**src/rtl/iob_iob2wishbone_burst.sv**
```systemverilog
// rtl/iob_iob2wishbone_burst.sv - IOb master to Wishbone B3 master bridge with linear bursts, watchdog and error return
module iob_iob2wishbone_burst #(
  parameter int ADDR_W    = 32,
  parameter int DATA_W    = 32,
  parameter int LEN_W     = 4,
  parameter int TIMEOUT_W = 8
) (
  input  logic                clk_i,
  input  logic                arst_i,
  input  logic                iob_valid,
  input  logic [ADDR_W-1:0]   iob_addr,
  input  logic [DATA_W-1:0]   iob_wdata,
  input  logic [DATA_W/8-1:0] iob_wstrb,
  input  logic [LEN_W-1:0]    iob_len,
  output logic [DATA_W-1:0]   iob_rdata,
  output logic                iob_ready,
  output logic                iob_err,
  output logic [ADDR_W-1:0]   wb_adr_o,
  output logic [DATA_W/8-1:0] wb_sel_o,
  output logic                wb_we_o,
  output logic [DATA_W-1:0]   wb_dat_o,
  output logic                wb_cyc_o,
  output logic                wb_stb_o,
  output logic [2:0]          wb_cti_o,
  output logic [1:0]          wb_bte_o,
  input  logic [DATA_W-1:0]   wb_dat_i,
  input  logic                wb_ack_i,
  input  logic                wb_err_i
);

  localparam int BYTES = DATA_W / 8;
  localparam logic [ADDR_W-1:0] ADR_STEP = ADDR_W'(BYTES);
  localparam logic [ADDR_W-1:0] ADR_MASK = ~(ADDR_W'(BYTES - 1));
  // Last watchdog value before it would reach all ones: the abort fires on
  // the edge that ends the (2^TIMEOUT_W-1)-th idle cycle.
  localparam logic [TIMEOUT_W-1:0] WD_LAST = {{(TIMEOUT_W-1){1'b1}}, 1'b0};
  localparam logic [2:0] CTI_CLASSIC = 3'b000;
  localparam logic [2:0] CTI_INCR    = 3'b010;
  localparam logic [2:0] CTI_END     = 3'b111;

  typedef enum logic [1:0] {IDLE = 2'd0, ACCESS = 2'd1, WAIT_NEXT = 2'd2} state_t;

  state_t               state;
  state_t               state_nxt;
  logic [LEN_W-1:0]     left;
  logic [TIMEOUT_W-1:0] wdog;
  logic                 timeout;
  logic                 beat_done;
  logic                 beat_fail;
  logic                 cyc_nxt;
  logic                 stb_nxt;
  logic                 ready_nxt;
  logic                 err_nxt;

  assign wb_bte_o = 2'b00;
  assign timeout  = (wdog == WD_LAST);

  // Slave error beats ack; a slave ack beats the watchdog; a fresh request beats the watchdog while paused.
  assign beat_done = (state == ACCESS) && wb_ack_i && !wb_err_i;
  assign beat_fail = ((state == ACCESS) && (wb_err_i || (!wb_ack_i && timeout))) ||
                     ((state == WAIT_NEXT) && timeout && !iob_valid);

  // State register
  always_ff @(posedge clk_i or posedge arst_i) begin
    if (arst_i) state <= IDLE;
    else        state <= state_nxt;
  end

  // Next-state decode
  always_comb begin
    state_nxt = state;
    case (state)
      IDLE:      if (iob_valid) state_nxt = ACCESS;
      ACCESS: begin
        if (beat_fail)      state_nxt = IDLE;
        else if (beat_done) state_nxt = (left == '0) ? IDLE : WAIT_NEXT;
      end
      WAIT_NEXT: begin
        if (iob_valid)      state_nxt = ACCESS;
        else if (timeout)   state_nxt = IDLE;
      end
      default:   state_nxt = IDLE;
    endcase
  end

  // Output decode, registered below so every bus-facing signal comes from a flop
  always_comb begin
    cyc_nxt   = (state_nxt != IDLE);
    stb_nxt   = (state_nxt == ACCESS);
    ready_nxt = beat_done || beat_fail;
    err_nxt   = beat_fail;
  end

  // Registered handshake outputs
  always_ff @(posedge clk_i or posedge arst_i) begin
    if (arst_i) begin
      wb_cyc_o  <= 1'b0;
      wb_stb_o  <= 1'b0;
      iob_ready <= 1'b0;
      iob_err   <= 1'b0;
    end else begin
      wb_cyc_o  <= cyc_nxt;
      wb_stb_o  <= stb_nxt;
      iob_ready <= ready_nxt;
      iob_err   <= err_nxt;
    end
  end

  // Address, data, select, cycle type and beat counter
  always_ff @(posedge clk_i or posedge arst_i) begin
    if (arst_i) begin
      wb_adr_o  <= '0;
      wb_sel_o  <= '0;
      wb_we_o   <= 1'b0;
      wb_dat_o  <= '0;
      wb_cti_o  <= CTI_CLASSIC;
      iob_rdata <= '0;
      left      <= '0;
    end else begin
      case (state)
        IDLE: begin
          if (iob_valid) begin
            wb_adr_o <= iob_addr & ADR_MASK;
            wb_we_o  <= |iob_wstrb;
            wb_sel_o <= (|iob_wstrb) ? iob_wstrb : '1;
            wb_dat_o <= iob_wdata;
            left     <= iob_len;
            wb_cti_o <= (iob_len == '0) ? CTI_CLASSIC : CTI_INCR;
          end
        end
        ACCESS: begin
          if (beat_done) begin
            if (!wb_we_o) iob_rdata <= wb_dat_i;
            if (left != '0) begin
              wb_adr_o <= wb_adr_o + ADR_STEP;
              left     <= left - LEN_W'(1);
            end
          end
        end
        WAIT_NEXT: begin
          if (iob_valid) begin
            wb_dat_o <= iob_wdata;
            if (wb_we_o) wb_sel_o <= iob_wstrb;
            wb_cti_o <= (left == '0) ? CTI_END : CTI_INCR;
          end
        end
        default: ;
      endcase
    end
  end

  // Bus watchdog: restarts on every entry to an active state, counts while there
  always_ff @(posedge clk_i or posedge arst_i) begin
    if (arst_i)                                 wdog <= '0;
    else if (state == IDLE || state_nxt != state) wdog <= '0;
    else                                        wdog <= wdog + TIMEOUT_W'(1);
  end

endmodule

```
**config.mk**
```make
export PLATFORM = sky130hd
export DESIGN_NAME = iob_iob2wishbone_burst
export DESIGN_NICKNAME = d
export VERILOG_FILES = /design/src/rtl/iob_iob2wishbone_burst.sv
export SDC_FILE = /design/constraint.sdc
export NUM_CORES = 1
export LEC_CHECK = 0
export ABC_AREA = 1
export CORE_MARGIN = 1.5
export CORE_UTILIZATION = 41
export CTS_CLUSTER_DIAMETER = 50
export CTS_CLUSTER_SIZE = 8
export DETAILED_ROUTE_END_ITERATION = 6
export MAX_ROUTING_LAYER = met4
export PLACE_DENSITY = 0.77
export SLEW_MARGIN = 15
export SYNTH_ARGS = -nofsm -noshare
export SYNTH_HDL_FRONTEND = slang
export SYNTH_SLANG_ARGS = --single-unit
```
**constraint.sdc**
```tcl
create_clock -name clk_i -period 4.3 [get_ports clk_i]
set_clock_uncertainty 0.15 [all_clocks]
set_input_delay 1.29 -clock clk_i [delete_from_list [all_inputs] [get_ports clk_i]]
set_output_delay 1.29 -clock clk_i [all_outputs]
set_load 0.01 [all_outputs]
```
==> results.txt <==
----------------------------------------------------
[Final layout]
  Ant diodes ... 0
  Relative area change from synthesis to final layout ... 46.2%
  Number of nets in the layout ... 1134
  Non-filler instance count after layout ... 1218
  Layout cell share with drive strength beyond 1 ... 0.0764
  Fill cells ... 1296

[Drt]
  Iter 0 DRT Violations ... 318
  DR WL met3 ... 1.30 mm
  Highest routing layer actually used ... met4
  Number of nets still failing antenna checks after routing ... 0
  Routed vias ... 5735
  Routed length on met1 ... 6.93 mm
  Length of the first detailed-routing pass in iterations ... 4
  Wire per inst ... 13.4 microns
  Wirelength, routed ... about 16 mm
  Met2 wire length ... 7.62 mm
  Vias/cell ... 4.71
  Number of DRC violations after detailed routing ... 0

[Setup path]
  Worst path cell trace ... clkdlybuf4s50_1
  Type of element launching the critical path ... flip-flop
  Critical Path AT ... 1.50 ns
  Category of the critical setup timing path ... reg -> out
  Worst path max stage delay ... 0.59 ns
  Reg2Reg Setup Slack ... ~1.8 ns
  Combined buffer and inverter count along the critical path ... 1
  Maximum fanout along the worst path ... 5
  Category of the worst setup path capture point ... output pin
  Kind of cell with the highest combined delay on the critical path ... buffers and inverters
  Crit path max-delay cell type ... clkdlybuf4s50_1
  Critical path required time ... 2.86 ns

[Logic synthesis]
  Post-Synthesis Cells ... 814
  Number of flip-flops and latches in the synthesized netlist ... 119
  Netlist area before placement ... 0.00611 sq mm
  Proportion of synthesized flip-flops having asynchronous set or reset ... 1.00
  Biggest area consumer among synthesized cells ... dfrtp_1
  Yosys Warn Count ... 0
  Number of enable flip-flop cells after synthesis ... 0
  Mapped Avg Cell Area ... 7.51 sq um
  Most used standard cell by instance count after synthesis ... nand2_1
  Seq/Total Area, Yosys ... 0.487
  Area fraction of the dominant cell type after synthesis ... 0.487
  Cell types with the highest counts after synthesis ... 301 x nand2_1, 119 x dfrtp_1, 111 x nor2_1
  Synth cell types ... 35
  Leading post-synthesis cells by cell area ... dfrtp_1 49%, nand2_1 18%, nor2_1 6.8%
  Most used flip-flop cell after synthesis ... dfrtp_1

[Global routing]
  GR Util All Layers ... 0.225
  Remaining global-route overflow ... 0
  Number of antenna violations at the first check in global routing ... 0
  First-pass GRT wire length ... about 27 mm
  Via count of the first global-routing pass ... around 5600
  Pin count of the biggest net entering global routing ... 65

[Placement]
  Placed insts ... ~1200
  HPWL after DPL ... 11.7 mm
  IO buf count ... 212
  Last weighted congestion value of the routability-driven placer ... ~1

[Power and ir drop]
  Proportion of total power due to net switching ... 0.350
  P_int ... 3.18 mW
  Combinational fraction of design power ... 0.347
  P_sw ... 1.71 mW
  Worst ir drop on vdd ... 0.272 mV
  Reg power frac ... 0.360
  Part of the total power dissipated in the clock network ... 0.293
  P_leak ... 4.22 nW
  Power per unit of standard cell area ... 548 mW/mm^2

[Timing]
  Setup TNS ... 0 ns
  Fin. Hold Viols ... 0
  Number of max-slew violations in the final report ... 0
  Maximum frequency from static timing analysis ... 340 MHz
  Number of endpoints failing setup at the final stage ... 0
  Pin slew with the least headroom to its limit ... 0.790 ns
  Crit share post-route ... 0.683
  RSZ-0062 raised after global routing ... no
  Relative slew margins ... 0.472
  Final period demand of the worst path ... 2.94 ns

[Floorplanning]
  Core outline area ... ~0.015 sq mm
  Floorplan row count ... 44
  Num ports ... 219
  Horizontal extent of the die ... ~130 microns
  DIE AREA ... between 0.015 and 0.02 sq mm
  Initial standard-cell utilization of the core ... 0.421
  Die Y ... 125 microns

[CTS]
  Number of resized instances in the post-cts repair step ... 0
  Number of buffers created by CTS ... 17
  Number of levels the H-tree was split into ... 4
  Post-CTS Setup Repair Bufs ... 0
  Clock sinks ... 119
  Insertion delay to the later sink of the worst-skew pair ... 0.42 ns
  Hold buffers post-CTS ... 0
  Clock tree from TritonCTS ... built
  Buffer depth of the longest clock path ... 2
  Post-CTS clock slew at the launch and capture registers of the worst setup and hold paths ... 0.06 ns
  CTS root buf ... clkbuf_16

[Outcome]
  Outcome ... complete, no violations

[Job]
  Total of max-cap violations ... 0

[Min path]
  Path class of the lowest-slack min-delay path ... reg -> reg

----------------------------------------------------
metrics by stage:
| step | setup slack, ns | power, mW | hold WS [ns] | util | cell area, sq um |
|---|---|---|---|---|---|
| floorplan | 1.40 | 2.56 | 0.304 | - | 6130 |
| global placement | 1.03 | 3.43 | 0.303 | 0.574 | 8340 |
| detailed placement | 0.999 | 3.47 | 0.308 | 0.574 | 8340 |
| CTS | 1.36 | 4.92 | 0.323 | 0.615 | 8930 |
| global route | 1.22 | 5.21 | 0.342 | 0.615 | 8930 |
| finish | 1.36 | 4.90 | 0.318 | 0.615 | 8930 |
worst paths after layout:
kind / from / endpoint / cells after the start
min: wb_dat_o[30] / wb_dat_o[30] / 2
min in group asynchronous: arst_i / wb_dat_o[14] / 2
min reg2reg: wb_dat_o[30] / wb_dat_o[30] / 2
max: wb_adr_o[17] / wb_adr_o[17] / 1
max in group asynchronous: arst_i / wb_adr_o[21] / 3
max reg2reg: state[1] / wb_adr_o[9] / 9
sequential cells by signal, indices dropped and copies added (netlist names):
name       cells
wb_sel_o       4
iob_err        1
wb_stb_o       1
wb_dat_o      32
wdog           8
wb_we_o        1
iob_rdata     32
iob_ready      1
wb_cyc_o       1
state          2
wb_adr_o      30
left           4
wb_cti_o       2
layout make-up:
cell class | count | area (sq um) | area share
Inverter | 92 | 349 | 0.0391
Sequential cell | 119 | 2980 | 0.333
Clock buffer | 17 | 425 | 0.0476
Timing Repair Buffer | 219 | 2200 | 0.246
Tap cell | 184 | 230 | 0.0258
Clock inverter | 15 | 169 | 0.0189
Multi-Input combinational cell | 572 | 2580 | 0.289
layer usage:
layer / GRT usage / vias up
met5: - / -
met4: 0.102 / 0
met3: 0.0616 / 34
met2: 0.356 / 202
met1: 0.268 / 2577
li1: - / 2922
cells by family (layout without fill, tap and decap cells):
logic type | Yosys count | after routing | synth area share
multiplexers | 1 | 1 | 0.00184
buffers and inverters | 126 | 343 | 0.0923
flip-flops | 119 | 119 | 0.487
adder cells (fa/ha/maj) | 4 | 4 | 0.00819
AO/OA/AOI/OAI | 86 | 86 | 0.0933
AND/OR/NAND/NOR | 468 | 468 | 0.304
XOR/XNOR | 9 | 9 | 0.0129
other | 1 | 4 | 0.000614
placed cells by master (no fill, tap or decap), drive strengths merged, types with 4 or more instances in the layout:
| cell type | instances |
|---|---|
| inv | 96 |
| nor2 | 113 |
| a22oi | 4 |
| ha | 4 |
| nor3 | 5 |
| clkdlybuf4s50 | 212 |
| a21oi | 6 |
| clkbuf | 17 |
| buf | 7 |
| dfrtp | 119 |
| conb | 4 |
| xor2 | 6 |
| o21ai | 70 |
| clkinv | 6 |
| nand3 | 37 |
| nand2 | 301 |
| nand4 | 7 |
power groups by stage:
stage	registers, mW	clock network, mW	logic (mW)
after floorplan	1.84	0	0.720
after global placement	1.76	0	1.67
after CTS	1.76	1.45	1.71
final	1.76	1.43	1.70
after global routing	1.82	1.51	1.88
after detailed placement	1.77	0	1.70
Power figures use the tool's default switching activity.
